===== src/rtl/lsu_pkg.sv =====
// Shared types for the data-memory load/store unit: FSM states, RV32I width codes, request legality.
// Latency: n/a (package only).
// Backpressure: n/a (package only).
package lsu_pkg;

  typedef enum logic [1:0] {
    ST_IDLE  = 2'd0,
    ST_READ  = 2'd1,
    ST_WRITE = 2'd2,
    ST_RESP  = 2'd3
  } state_t;

  localparam logic [2:0] F3_B  = 3'd0;
  localparam logic [2:0] F3_H  = 3'd1;
  localparam logic [2:0] F3_W  = 3'd2;
  localparam logic [2:0] F3_BU = 3'd4;
  localparam logic [2:0] F3_HU = 3'd5;

  // A request is refused (error response, no bus traffic) when its width
  // code is unknown for its direction or its address is not naturally aligned.
  function automatic logic req_bad(input logic we, input logic [2:0] funct3,
                                   input logic [1:0] off);
    logic illegal;
    logic misaligned;
    illegal    = we ? (funct3 >= 3'd3)
                    : (funct3 == 3'd3 || funct3 == 3'd6 || funct3 == 3'd7);
    misaligned = 1'b0;
    case (funct3)
      F3_H, F3_HU: misaligned = off[0];
      F3_W:        misaligned = (off != 2'b00);
      default:     misaligned = 1'b0;
    endcase
    // Width code 5 is a store-illegal code, caught above before alignment matters.
    return illegal || misaligned;
  endfunction

endpackage


===== src/rtl/dmem_lsu_if.sv =====
// Core-side request bundle and Dmem-port bundle for the load/store unit.
// Latency: n/a (wiring only).
// Backpressure: core stalls on lsu_busy; the memory stretches accesses with mem_wait.
interface lsu_core_if;
  logic        lsu_req;
  logic        lsu_we;
  logic [2:0]  lsu_funct3;
  logic [31:0] lsu_addr;
  logic [31:0] lsu_wdata;
  logic        lsu_busy;
  logic        lsu_done;
  logic [31:0] lsu_rdata;
  logic        lsu_err;

  modport master (
    output lsu_req, lsu_we, lsu_funct3, lsu_addr, lsu_wdata,
    input  lsu_busy, lsu_done, lsu_rdata, lsu_err
  );

  modport slave (
    input  lsu_req, lsu_we, lsu_funct3, lsu_addr, lsu_wdata,
    output lsu_busy, lsu_done, lsu_rdata, lsu_err
  );
endinterface

interface dmem_bus_if;
  logic [31:0] mem_addr;
  logic        mem_we;
  logic [31:0] mem_wdata;
  logic        mem_access;
  logic [31:0] mem_rdata;
  logic        mem_wait;

  modport master (
    output mem_addr, mem_we, mem_wdata, mem_access,
    input  mem_rdata, mem_wait
  );

  modport slave (
    input  mem_addr, mem_we, mem_wdata, mem_access,
    output mem_rdata, mem_wait
  );
endinterface


===== src/rtl/lsu_align.sv =====
// Byte/half extraction with sign/zero extension for loads, and read-modify-write merge for SB/SH.
// Latency: purely combinational.
// Backpressure: none; follows its inputs.
module lsu_align
  import lsu_pkg::*;
(
  input  logic [2:0]  funct3,
  input  logic [1:0]  byte_off,
  input  logic [31:0] rword,
  input  logic [31:0] wdata,
  output logic [31:0] load_data,
  output logic [31:0] merge_data
);

  logic [31:0] shifted;
  logic [7:0]  sel_b;
  logic [15:0] sel_h;
  logic [31:0] mask;
  logic [31:0] ins;

  // Extract the addressed lane and extend it according to the width code.
  always_comb begin
    shifted = rword >> {byte_off, 3'b000};
    sel_b   = shifted[7:0];
    sel_h   = shifted[15:0];
    case (funct3)
      F3_B:    load_data = {{24{sel_b[7]}}, sel_b};
      F3_H:    load_data = {{16{sel_h[15]}}, sel_h};
      F3_W:    load_data = rword;
      F3_BU:   load_data = {24'd0, sel_b};
      F3_HU:   load_data = {16'd0, sel_h};
      default: load_data = 32'd0;
    endcase
  end

  // Overlay the store lane onto the word just read; untouched bytes keep memory contents.
  always_comb begin
    mask = 32'd0;
    ins  = 32'd0;
    case (funct3)
      F3_B: begin
        mask = 32'h0000_00FF << {byte_off, 3'b000};
        ins  = {24'd0, wdata[7:0]} << {byte_off, 3'b000};
      end
      F3_H: begin
        mask = 32'h0000_FFFF << {byte_off[1], 4'b0000};
        ins  = {16'd0, wdata[15:0]} << {byte_off[1], 4'b0000};
      end
      default: begin
        mask = 32'hFFFF_FFFF;
        ins  = wdata;
      end
    endcase
    merge_data = (rword & ~mask) | (ins & mask);
  end

endmodule


===== src/rtl/dmem_lsu.sv =====
// RV32I load/store unit driving a single-port Dmem bus; sub-word stores done as read-modify-write.
// Latency: done 2 cycles after accept (loads/SW), 3 (SB/SH), 1 (errors), +1 per mem_wait cycle.
// Backpressure: requests only taken in IDLE (lsu_busy low); mem_wait stretches, bounded by TIMEOUT_CYCLES.
module dmem_lsu
  import lsu_pkg::*;
#(
  parameter int unsigned TIMEOUT_CYCLES = 255
) (
  input  logic         clk,
  input  logic         rst_n,
  lsu_core_if.slave    core,
  dmem_bus_if.master   mem
);

  localparam logic [7:0] WAIT_LAST = 8'(TIMEOUT_CYCLES - 1);

  state_t      state;
  logic        we_r;
  logic [2:0]  f3_r;
  logic [1:0]  off_r;
  logic [31:0] wdata_r;
  logic [7:0]  wait_cnt;

  logic        acc_q;
  logic        mwe_q;
  logic [31:0] maddr_q;
  logic [31:0] mwdata_q;
  logic        done_q;
  logic        err_q;
  logic [31:0] rdata_q;

  logic [31:0] load_data;
  logic [31:0] merge_data;
  logic        wait_expired;

  lsu_align u_align (
    .funct3     (f3_r),
    .byte_off   (off_r),
    .rword      (mem.mem_rdata),
    .wdata      (wdata_r),
    .load_data  (load_data),
    .merge_data (merge_data)
  );

  assign wait_expired = mem.mem_wait && (wait_cnt == WAIT_LAST);

  // Request FSM; every bus and response output is registered alongside the state.
  always_ff @(posedge clk) begin
    if (!rst_n) begin
      state    <= ST_IDLE;
      we_r     <= 1'b0;
      f3_r     <= 3'd0;
      off_r    <= 2'd0;
      wdata_r  <= 32'd0;
      wait_cnt <= 8'd0;
      acc_q    <= 1'b0;
      mwe_q    <= 1'b0;
      maddr_q  <= 32'd0;
      mwdata_q <= 32'd0;
      done_q   <= 1'b0;
      err_q    <= 1'b0;
      rdata_q  <= 32'd0;
    end else begin
      case (state)
        ST_IDLE: begin
          done_q  <= 1'b0;
          err_q   <= 1'b0;
          rdata_q <= 32'd0;
          if (core.lsu_req) begin
            we_r     <= core.lsu_we;
            f3_r     <= core.lsu_funct3;
            off_r    <= core.lsu_addr[1:0];
            wdata_r  <= core.lsu_wdata;
            wait_cnt <= 8'd0;
            if (req_bad(core.lsu_we, core.lsu_funct3, core.lsu_addr[1:0])) begin
              state  <= ST_RESP;
              done_q <= 1'b1;
              err_q  <= 1'b1;
            end else if (core.lsu_we && core.lsu_funct3 == F3_W) begin
              state    <= ST_WRITE;
              acc_q    <= 1'b1;
              mwe_q    <= 1'b1;
              maddr_q  <= {core.lsu_addr[31:2], 2'b00};
              mwdata_q <= core.lsu_wdata;
            end else begin
              // Loads and sub-word stores both start by reading the word.
              state    <= ST_READ;
              acc_q    <= 1'b1;
              mwe_q    <= 1'b0;
              maddr_q  <= {core.lsu_addr[31:2], 2'b00};
              mwdata_q <= 32'd0;
            end
          end
        end

        ST_READ: begin
          if (!mem.mem_wait) begin
            if (we_r) begin
              state    <= ST_WRITE;
              mwe_q    <= 1'b1;
              mwdata_q <= merge_data;
              wait_cnt <= 8'd0;
            end else begin
              state   <= ST_RESP;
              acc_q   <= 1'b0;
              maddr_q <= 32'd0;
              rdata_q <= load_data;
              done_q  <= 1'b1;
            end
          end else begin
            wait_cnt <= wait_cnt + 8'd1;
            if (wait_expired) begin
              state    <= ST_RESP;
              acc_q    <= 1'b0;
              mwe_q    <= 1'b0;
              maddr_q  <= 32'd0;
              mwdata_q <= 32'd0;
              done_q   <= 1'b1;
              err_q    <= 1'b1;
            end
          end
        end

        ST_WRITE: begin
          if (mem.mem_wait) begin
            wait_cnt <= wait_cnt + 8'd1;
          end
          if (!mem.mem_wait || wait_expired) begin
            // Either the write landed or we give up; the bus is released either way.
            state    <= ST_RESP;
            acc_q    <= 1'b0;
            mwe_q    <= 1'b0;
            maddr_q  <= 32'd0;
            mwdata_q <= 32'd0;
            done_q   <= 1'b1;
            err_q    <= mem.mem_wait;
          end
        end

        ST_RESP: begin
          state   <= ST_IDLE;
          done_q  <= 1'b0;
          err_q   <= 1'b0;
          rdata_q <= 32'd0;
        end

        default: begin
          state <= ST_IDLE;
        end
      endcase
    end
  end

  // Outputs are forced low for as long as reset is held, not just after the first edge.
  assign core.lsu_busy  = rst_n && (state != ST_IDLE);
  assign core.lsu_done  = rst_n && done_q;
  assign core.lsu_err   = rst_n && err_q;
  assign core.lsu_rdata = rst_n ? rdata_q : 32'd0;

  assign mem.mem_access = rst_n && acc_q;
  assign mem.mem_we     = rst_n && mwe_q;
  assign mem.mem_addr   = rst_n ? maddr_q : 32'd0;
  assign mem.mem_wdata  = rst_n ? mwdata_q : 32'd0;

endmodule


===== src/flat_wrapper.sv =====
// flat-port wrapper written by rule: the top's interface ports become plain ports
module dmem_lsu_flat import lsu_pkg::*;
#(
  parameter int unsigned TIMEOUT_CYCLES = 255
)
  (clk, rst_n, core_lsu_req, core_lsu_we, core_lsu_funct3, core_lsu_addr, core_lsu_wdata, core_lsu_busy, core_lsu_done, core_lsu_rdata, core_lsu_err, mem_mem_addr, mem_mem_we, mem_mem_wdata, mem_mem_access, mem_mem_rdata, mem_mem_wait);
  lsu_core_if core_i ();
  dmem_bus_if mem_i ();
  input  logic clk;
  input  logic rst_n;
  input wire logic [$bits(core_i.lsu_req)-1:0] core_lsu_req;
  input wire logic [$bits(core_i.lsu_we)-1:0] core_lsu_we;
  input wire logic [$bits(core_i.lsu_funct3)-1:0] core_lsu_funct3;
  input wire logic [$bits(core_i.lsu_addr)-1:0] core_lsu_addr;
  input wire logic [$bits(core_i.lsu_wdata)-1:0] core_lsu_wdata;
  output wire logic [$bits(core_i.lsu_busy)-1:0] core_lsu_busy;
  output wire logic [$bits(core_i.lsu_done)-1:0] core_lsu_done;
  output wire logic [$bits(core_i.lsu_rdata)-1:0] core_lsu_rdata;
  output wire logic [$bits(core_i.lsu_err)-1:0] core_lsu_err;
  output wire logic [$bits(mem_i.mem_addr)-1:0] mem_mem_addr;
  output wire logic [$bits(mem_i.mem_we)-1:0] mem_mem_we;
  output wire logic [$bits(mem_i.mem_wdata)-1:0] mem_mem_wdata;
  output wire logic [$bits(mem_i.mem_access)-1:0] mem_mem_access;
  input wire logic [$bits(mem_i.mem_rdata)-1:0] mem_mem_rdata;
  input wire logic [$bits(mem_i.mem_wait)-1:0] mem_mem_wait;
  assign core_i.lsu_req = core_lsu_req;
  assign core_i.lsu_we = core_lsu_we;
  assign core_i.lsu_funct3 = core_lsu_funct3;
  assign core_i.lsu_addr = core_lsu_addr;
  assign core_i.lsu_wdata = core_lsu_wdata;
  assign core_lsu_busy = core_i.lsu_busy;
  assign core_lsu_done = core_i.lsu_done;
  assign core_lsu_rdata = core_i.lsu_rdata;
  assign core_lsu_err = core_i.lsu_err;
  assign mem_mem_addr = mem_i.mem_addr;
  assign mem_mem_we = mem_i.mem_we;
  assign mem_mem_wdata = mem_i.mem_wdata;
  assign mem_mem_access = mem_i.mem_access;
  assign mem_i.mem_rdata = mem_mem_rdata;
  assign mem_i.mem_wait = mem_mem_wait;
  dmem_lsu #(.TIMEOUT_CYCLES(TIMEOUT_CYCLES)) u_core (.clk(clk), .rst_n(rst_n), .core(core_i), .mem(mem_i));
endmodule

===== config.mk =====
export PLATFORM = sky130hd
export DESIGN_NAME = dmem_lsu_flat
export DESIGN_NICKNAME = d
export VERILOG_FILES = /design/src/rtl/lsu_pkg.sv /design/src/rtl/dmem_lsu_if.sv /design/src/rtl/lsu_align.sv /design/src/rtl/dmem_lsu.sv /design/src/flat_wrapper.sv
export SDC_FILE = /design/constraint.sdc
export NUM_CORES = 1
export LEC_CHECK = 0
export BUFFER_PORTS_ARGS = -buffer_cell sky130_fd_sc_hd__buf_2
export CAP_MARGIN = 20
export CORE_UTILIZATION = 30
export CTS_CLUSTER_SIZE = 28
export DETAILED_ROUTE_END_ITERATION = 10
export GPL_TIMING_DRIVEN = 0
export MAX_ROUTING_LAYER = met4
export SLEW_MARGIN = 20
export SYNTH_ARGS = -nofsm -noshare
export SYNTH_HDL_FRONTEND = slang
export SYNTH_SLANG_ARGS = --single-unit
export TNS_END_PERCENT = 100

===== constraint.sdc =====
create_clock -name clk -period 4.7 [get_ports clk]
set_input_delay 0.94 -clock clk [delete_from_list [all_inputs] [get_ports clk]]
set_output_delay 0.94 -clock clk [all_outputs]
set_load 0.02 [all_outputs]

==> impl_metrics.csv, run 1 <==
group,metric,value,unit
die,die_x,159,um
clock_network,clk_path_buf_depth,2,
clock_network,cts_sinks,146,
placed_design,hpwl,20800,um
pwr,power.switching,2330,uW
drt,drc,0,
synth,yosys_warnings,0,
synth,syn_avg_cell_area,8.08,um^2
global_routing,grt.total_usage,0.217,
die,num_rows,57,
drt,drtIter0Drc,815,
clock_network,postCtsSetupBuffers,0,
outcome,status,"finished clean",
sta,setup_tns,0,ns
sta,worstMarginPinSlew,0.849,ns
synth,synth_ff_type,"dfxtp_1",
global_routing,grt_pass1_wl,41300,um
setup_path,worst_ep_required_time,3.76,ns
clock_network,cts-root-buf,"clkbuf_16",
pwr,power_frac_seq,0.326,
cells_and_area,antenna_cells,0,
cells_and_area,nNetsFinal,1248,
sta,clock-skew-final,0.0126,ns
setup_path,worstSetupEndpointType,"output port",
cells_and_area,layout_common_cells,"218 x buf_2, 147 x nand2_1, 146 x dfxtp_1, 79 x a21oi_1, 71 x and2_1",
cells_and_area,drive_gt1_frac,0.251,
placed_design,gp_congestion,0.931,
setup_path,crit_type,"in2out",
global_routing,grt-ovfl-total,0,
sta,slew_headroom,0.430,
synth,synth_edf_count,0,
sta,setup_violations,0,
pwr,swShare,0.420,
placed_design,port_buffers,201,
die,die_area,25300,um^2
synth,ys_types,57,
synth,netlist_area,7400,um^2
cells_and_area,final_util,0.387,
min_path,hp-class,"reg2reg",
setup_path,cpPeakStageDelay,0.48,ns
synth,postSynthCellCount,916,
die,ioPinCount,205,
sta,post-route-min-period,3.45,ns
clock_network,cts_tree,"built",
clock_network,path_clk_slew,0.06,ns
pwr,clockPowerShare,0.235,
setup_path,worst_setup_path_start_kind,"input port",
clock_network,h-tree-depth,4,
placed_design,dpl.cell_count,1442,
drt,vias,7664,
setup_path,cp_cell_sequence,"buf_2 -> clkbuf_1 -> clkbuf_1 -> and2_1 -> buf_2",
die,coreArea,24200,um^2
setup_path,worstPathMaxFanout,10,
drt,wl_per_cell,18.3,um
clock_network,cts-buffers-inserted,17,
clock_network,cts_resized,0,
global_routing,antenna_found_initial,0,
synth,async_flop_share,0,
global_routing,grt_max_degree,17,
cells_and_area,final_common_cell,"buf_2",
drt,wirelength,27000,um
sta,finalCritPeriodShare,0.734,
die,start_util,0.305,
drt,dr.pass1.iters,8,
pwr,internal-power,3220,uW
cells_and_area,final_cells,1474,
global_routing,grt_pass1_vias,7101,
pwr,ir_drop,0.231,mV
sta,drv_slew,0,
clock_network,ctsHoldBuffers,0,
sta,max_freq,290,MHz
flow_run,drv_cap,0,
drt,via_per_inst,5.20,
sta,hold_viol,0,
die,die_h,159,um
setup_path,crit_arrival,2.51,ns
cells_and_area,syn_to_final_growth,26.6,%
drt,ant_nets,0,
sta,rsz0062_at_grt,"no",
pwr,p_comb_frac,0.439,
pwr,cellPowerDensity,593,nW/um^2
pwr,p_leak,0.00412,uW
clock_network,clock_latency,0.42,ns
setup_path,slowest_stage,"clkbuf_1",
synth,ys_seq_elements,146,
synth,ys_seq_area_frac,0.395,
power by group through the flow:
stage	logic, uW	registers, uW	clock network, uW
2_1_floorplan	1710	1770	0
3_3_place_gp	2410	1830	0
3_5_place_dp	2420	1830	0
4_1_cts	2430	1810	1330
5_1_grt	2690	1850	1390
6_report	2440	1810	1310
routing by layer:
metal	share of wire	global-route usage	up-vias
met2	0.43	0.312	339
met5	0	-	-
met1	0.47	0.305	3609
met4	0.018	0.0682	0
met3	0.077	0.0404	35
li1	-	-	3681
flip-flops by register name, indices dropped and copies added, names as in the netlist, 2 cells and up:
name             flops
u_core.mwdata_q     32
u_core.rdata_q      32
u_core.wdata_r      32
u_core.maddr_q      30
u_core.wait_cnt      8
u_core.f3_r          3
u_core.off_r         2
u_core.state         2
stage by stage:
stage	hold WS, ns	setup slack, ns	instance area, um^2	power (uW)
finish	0.455	1.25	9380	5560
global route	0.474	1.05	9380	5940
CTS	0.457	1.16	9380	5570
detailed placement	0.448	1.17	8820	4250
global placement	0.442	1.19	8820	4230
floorplan	0.436	1.91	7410	3480
final cells by class:
cell class                      instances  area [um^2]
Tap cell                              324          405
Buffer                                 81          375
Fill cell                            2610        14900
Multi-Input combinational cell        652         3970
Clock buffer                           18          429
Inverter                               38          143
Clock inverter                         14          128
Sequential cell                       146         2920
Timing Repair Buffer                  201         1010
critical path, delay by kind of cell:
family                 cells  cell delay (ns)
and+or+nand+nor            1             0.21
buffers and inverters      4             1.34
synthesized netlist by cell type, drive strengths merged, types with 2 or more instances:
| master | n | share of area |
|---|---|---|
| nand2 | 147 | 0.075 |
| dfxtp | 146 | 0.39 |
| a21oi | 79 | 0.053 |
| o21ai | 73 | 0.050 |
| and2 | 71 | 0.060 |
| clkbuf | 52 | 0.027 |
| nand3 | 47 | 0.032 |
| inv | 37 | 0.019 |
| buf | 29 | 0.024 |
| nor2 | 27 | 0.014 |
| a22oi | 25 | 0.025 |
| a211oi | 17 | 0.017 |
| a221o | 17 | 0.023 |
| a221oi | 14 | 0.017 |
| nand2b | 13 | 0.011 |
| mux2i | 12 | 0.016 |
| mux2 | 11 | 0.017 |
| a31oi | 10 | 0.0085 |
| o2bb2ai | 9 | 0.011 |
| a222oi | 8 | 0.011 |
| mux4 | 8 | 0.024 |
| a22o | 7 | 0.0083 |
| ha | 7 | 0.012 |
| nor2b | 7 | 0.0063 |
| and3 | 5 | 0.0042 |
| nor3 | 5 | 0.0054 |
| nand4 | 3 | 0.0025 |
| xnor2 | 3 | 0.0035 |
| xor2 | 3 | 0.0035 |
| a21boi | 2 | 0.0020 |
| nor3b | 2 | 0.0020 |
| o211a | 2 | 0.0027 |
| o221ai | 2 | 0.0024 |
| or3 | 2 | 0.0017 |
cell families (layout without fill, tap and decap cells):
logic type | Yosys count | after routing | share of synthesized area
other | 1 | 2 | 0.000507
buffers and inverters | 119 | 352 | 0.0700
muxes | 31 | 31 | 0.0573
AOI/OAI and AO/OA | 270 | 270 | 0.236
adders and majority gates | 7 | 7 | 0.0118
and+or+nand+nor | 336 | 336 | 0.222
DFF | 146 | 146 | 0.395
xor gates and xnor gates | 6 | 6 | 0.00710
worst paths after layout:
| check | startpoint | endpoint | slack [ns] | cells after the start |
|---|---|---|---|---|
| min reg2reg | u_core.wdata_r[28] | u_core.wdata_r[28] | 0.46 | 2 |
| min | u_core.wdata_r[28] | u_core.wdata_r[28] | 0.46 | 2 |
| max reg2reg | u_core.state[0] | u_core.mwdata_q[10] | 2.11 | 6 |
| max | rst_n | mem_mem_wdata[25] | 1.25 | 5 |
Note: power is estimated with default switching activity, not from simulation.
==> inputs of run 2 (changes only) <==
Settings changed: ABC_AREA set to 1.
Clock period 4.7 ns to 3.56 ns, I/O delays scaled along.
==> run 2 against run 1 <==
Against the previous run:
- non-clock buffer count rose by 12
- hold slack got worse by 0.0078 ns
- synthesized area up 24%
- largest cell class unchanged
- highest routed layer unchanged
==> impl_metrics.csv, run 2 <==
group,metric,value,unit
outcome,status,"finished clean",
synth,ys_seq_area_frac,0.318,
synth,synthSimpleGateAreaFrac,0.373,
synth,synth_xor_xnor_area_share,0,
synth,yosys_warnings,0,
sta,setup_tns,0,ns
setup_path,worst_setup_path_start_kind,"input port",
drt,via_per_inst,4.60,
setup_path,crit_arrival,2.44,ns
synth,synth_edf_count,0,
cells_and_area,final_common_cell,"nand2_1",
clock_network,cts_tree,"built",
clock_network,cts_resized,0,
setup_path,worstSetupEndpointType,"output port",
synth,synth_compound_area_frac,0.129,
global_routing,grt.total_usage,0.224,
placed_design,gp_congestion,0.939,
pwr,cellPowerDensity,800,nW/um^2
drt,vias,10300,
synth,synthMostInstantiatedCell,"nand2_1",
sta,post-route-min-period,3.15,ns
sta,max_freq,318,MHz
setup_path,slowest_stage,"clkbuf_1",
drt,wirelength,34100,um
clock_network,h-tree-depth,4,
synth,synth_area_leaders,"dfxtp_1 32%, nand2_1 22%, inv_1 12%",
placed_design,dpl_worst_slack,0.412,ns
flow_run,drv_cap,0,
die,die_area,31300,um^2
die,start_util,0.308,
synth,synthMuxAreaShare,0,
global_routing,antenna_found_initial,3,
setup_path,cp_cell_sequence,"buf_2 -> clkbuf_1 -> clkbuf_1 -> nand2_1 -> inv_1 -> buf_2",
setup_path,worstPathMaxFanout,10,
global_routing,grt-ovfl-total,0,
sta,hold_viol,0,
synth,netlist_area,9190,um^2
clock_network,ctsHoldBuffers,0,
drt,drc,0,
drt,dr.pass1.iters,7,
min_path,hp-class,"reg2reg",
die,die_h,177,um
die,die_x,177,um
synth,syn_avg_cell_area,5.67,um^2
synth,postSynthCellCount,1619,
clock_network,clk_path_buf_depth,2,
cells_and_area,final_cells,2247,
global_routing,grt_pass1_vias,9459,
clock_network,cts_sinks,146,
drt,drtIter0Drc,625,
clock_network,cts-buffers-inserted,17,
synth,ys_types,31,
clock_network,clock_latency,0.44,ns
sta,worstMarginPinSlew,0.721,ns
placed_design,port_buffers,202,
cells_and_area,layout_common_cells,"531 x nand2_1, 285 x inv_1, 239 x buf_2, 221 x nor2_1, 146 x dfxtp_1",
cells_and_area,drive_gt1_frac,0.168,
setup_path,worst_ep_required_time,2.85,ns
synth,synth_common_cells,"531 x nand2_1, 285 x inv_1, 221 x nor2_1",
global_routing,grt_max_degree,17,
sta,slew_headroom,0.519,
die,coreArea,29900,um^2
placed_design,hpwl,26800,um
pwr,p_leak,0.00677,uW
synth,yosys.area.top_type,"dfxtp_1",
synth,synth_top_family_by_area,"simple AND/OR/NAND/NOR gates",
synth,yosysTopAreaCellShare,0.318,
drt,ant_nets,0,
cells_and_area,reg_top3,"u_core.mwdata_q x32, u_core.rdata_q x32, u_core.wdata_r x32",
drt,wl_per_cell,15.2,um
sta,clock-skew-final,0.0124,ns
cells_and_area,nNetsFinal,1952,
clock_network,path_clk_slew,0.07,ns
synth,yosys.area_share.adder,0.00953,
setup_path,cpPeakStageDelay,0.57,ns
die,ioPinCount,205,
sta,fin_ws,0.411,ns
synth,async_flop_share,0,
clock_network,postCtsSetupBuffers,0,
sta,setup_violations,0,
pwr,ir_drop,0.421,mV
synth,synth_ff_type,"dfxtp_1",
sta,rsz0062_at_grt,"no",
global_routing,grt_pass1_wl,51900,um
die,num_rows,63,
clock_network,cts-root-buf,"clkbuf_16",
synth,ys_seq_elements,146,
cells_and_area,syn_to_final_growth,23.2,%
sta,drv_slew,0,
setup_path,crit_type,"in2out",
placed_design,dpl.cell_count,2212,
sta,finalCritPeriodShare,0.884,
-- run 2: changes by cell type after synthesis, sizes merged, moves of 25 or more --
cell	before	now
nand2	147	538
inv	37	292
nor2	27	231
and2	71	0
nand4	3	32
a22oi	25	0
-- run 2: logic make-up (layout without fill, tap and decap cells) --
group / Yosys count / count (layout)
compound gates: 218 / 218
flops: 146 / 146
simple gates: 860 / 860
other cells: 1 / 5
fa+ha+maj: 7 / 7
buf+inv: 387 / 621
-- run 2: routing by layer --
metal  vias to the layer above  GRT usage  wire (um)
li1                       5338          -          -
met1                      4628      0.273      15200
met2                       312      0.367      15800
met3                        56     0.0449       2160
met4                         0     0.0769        879
met5                         -          -          0
-- run 2: report_power, final --
part	total, uW	internal (uW)	switching, uW
clock	1960	1150	815
combinational	4610	1420	3190
sequential	2490	2230	252
total	9050	4800	4260
-- run 2: final timing paths --
check                           slack, ns                  to          startpoint  cells after the start
worst max-delay path                 0.41   core_lsu_rdata[6]               rst_n                      6
worst min-delay path                 0.45  u_core.wait_cnt[7]  u_core.wait_cnt[7]                      2
worst max register to register       1.26        u_core.mwe_q     u_core.state[0]                      8
worst min register to register       0.45  u_core.wait_cnt[7]  u_core.wait_cnt[7]                      2
-- run 2: final cells by class --
cell class	count	area, um^2
multi-input cells	1087	4710
plain buffers	92	455
fillers	3320	18600
repair buffers	202	1010
clock inverters	14	186
clock buffers	18	439
diodes	3	7.51
well taps	390	488
flip-flops and latches	146	2920
inverters	295	1110
-- run 2: stage by stage --
stage                     hold WS [ns]  total power [uW]  area (um^2)  utilization
final                            0.447              9050        11300        0.379
after global routing             0.470              9790        11300        0.379
after CTS                        0.454              9100        11300        0.379
after detailed placement         0.444              7100        10700        0.358
after global placement           0.434              7050        10700        0.358
after floorplan                  0.423              5710         9190            -
-- run 2: critical path: cells and delay by family --
family	cells	cell delay, ns
buf+inv	5	1.53
simple gates	1	0.17
==> inputs of run 3 (changes only) <==
Settings changed: CORE_MARGIN set to 2, CORE_UTILIZATION 30 to 40.
==> run 3 against run 2 <==
Against the previous run:
- sequential power about the same
- wire length down 5.5%
- clock skew down 0.0026 ns
- first-iteration DRC count up 34%
- count of clock-buffer cells in the layout unchanged
- largest cell class unchanged
- highest routed layer unchanged
==> impl_metrics.csv, run 3 (synthesized netlist as in run 2, its figures left out) <==
group,metric,value,unit
outcome,status,"finished clean",
clock_network,cts-root-buf,"clkbuf_16",
die,die_x,156,um
sta,finalCritPeriodShare,0.856,
drt,dr.pass1.iters,5,
clock_network,path_clk_slew,0.07,ns
pwr,p_leak,0.00676,uW
pwr,cellPowerDensity,800,nW/um^2
sta,setup_tns,0,ns
global_routing,grt_pass1_wl,49700,um
drt,drtIter0Drc,839,
cells_and_area,layout_common_cells,"531 x nand2_1, 285 x inv_1, 239 x buf_2, 221 x nor2_1, 146 x dfxtp_1",
placed_design,gp_congestion,0.983,
clock_network,cts_resized,0,
setup_path,worstSetupEndpointType,"output port",
placed_design,placed_cell_area,10600,um^2
die,die_area,24200,um^2
sta,max_freq,328,MHz
cells_and_area,reg_top3,"u_core.mwdata_q x32, u_core.rdata_q x32, u_core.wdata_r x32",
drt,vias,10300,
placed_design,dpl.cell_count,2107,
cells_and_area,stdcell_area,11200,um^2
clock_network,clk_path_buf_depth,2,
drt,ant_nets,0,
global_routing,antenna_found_initial,0,
die,num_rows,55,
flow_run,drv_cap,0,
clock_network,cts_sinks,146,
pwr,ir_drop,0.405,mV
global_routing,grt_pass1_vias,9351,
sta,drv_slew,0,
sta,clock-skew-final,0.00977,ns
drt,wl_per_cell,15.1,um
setup_path,crit_arrival,2.34,ns
cells_and_area,nNetsFinal,1952,
clock_network,clock_latency,0.44,ns
sta,rsz0062_at_grt,"no",
die,die_h,156,um
drt,wirelength,32200,um
setup_path,worst_ep_required_time,2.85,ns
cells_and_area,final_util,0.495,
die,coreArea,22600,um^2
cells_and_area,fillers,2533,
sta,worstMarginPinSlew,0.690,ns
cells_and_area,antenna_cells,0,
cells_and_area,syn_to_final_growth,21.5,%
clock_network,h-tree-depth,4,
sta,post-route-min-period,3.05,ns
clock_network,cts_tree,"built",
placed_design,hpwl,25200,um
clock_network,ctsHoldBuffers,0,
cells_and_area,final_common_cell,"nand2_1",
drt,drc,0,
die,start_util,0.407,
setup_path,worstPathMaxFanout,10,
cells_and_area,final_cells,2139,
sta,hold_viol,0,
die,ioPinCount,205,
global_routing,grt-ovfl-total,0,
drt,via_per_inst,4.79,
clock_network,postCtsSetupBuffers,0,
sta,slew_headroom,0.540,
sta,setup_violations,0,
min_path,hp-class,"reg2reg",
global_routing,grt_max_degree,17,
global_routing,grt.total_usage,0.272,
clock_network,cts-buffers-inserted,17,
placed_design,port_buffers,202,
cells_and_area,drive_gt1_frac,0.168,
pwr,total_power,8930,uW
setup_path,crit_type,"in2out",
setup_path,worst_setup_path_start_kind,"input port",
-- run 3: critical path, cell delays in order --
cell      delay [ns]
buf_2           0.14
clkbuf_1        0.52
clkbuf_1        0.57
nand2_1         0.16
inv_1           0.08
buf_2           0.16
-- run 3: power breakdown --
| group | switching [uW] | leakage (uW) | internal (uW) | total, uW |
|---|---|---|---|---|
| Sequential | 244 | 0.00120 | 2230 | 2480 |
| Combinational | 3140 | 0.00527 | 1420 | 4560 |
| Clock | 869 | 0.000290 | 1020 | 1890 |
| Total | 4260 | 0.00676 | 4670 | 8930 |
-- run 3: cell type report --
| class | instances | area (um^2) | area share |
|---|---|---|---|
| Tap cell | 285 | 357 | 0.0319 |
| Multi-Input combinational cell | 1087 | 4710 | 0.422 |
| Clock inverter | 14 | 164 | 0.0147 |
| Clock buffer | 18 | 439 | 0.0393 |
| Buffer | 92 | 455 | 0.0408 |
| Timing Repair Buffer | 202 | 1010 | 0.0906 |
| Inverter | 295 | 1110 | 0.0992 |
| Sequential cell | 146 | 2920 | 0.262 |
-- run 3: layer usage --
layer / share of wire / up-vias / wire, um / global-route usage
met1: 0.46 / 4505 / 14700 / 0.343
met3: 0.059 / 71 / 1910 / 0.0456
met5: 0 / - / 0 / -
li1: - / 5338 / - / -
met2: 0.45 / 339 / 14600 / 0.438
met4: 0.030 / 0 / 966 / 0.103
-- run 3: path summary, 6_finish.rpt --
check                                   startpoint                 end  slack (ns)  cells after the start
worst max-delay path                         rst_n   core_lsu_rdata[5]        0.51                      6
worst min-delay path            u_core.wait_cnt[7]  u_core.wait_cnt[7]        0.46                      2
worst max register to register     u_core.state[0]        u_core.mwe_q        1.29                      8
worst min register to register  u_core.wait_cnt[7]  u_core.wait_cnt[7]        0.46                      2
-- run 3: through the flow --
step                      setup slack (ns)  hold WS, ns
after floorplan                       1.37        0.423
after global placement               0.498        0.433
after detailed placement             0.510        0.444
after CTS                            0.509        0.454
after global routing                 0.393        0.482
final                                0.512        0.457
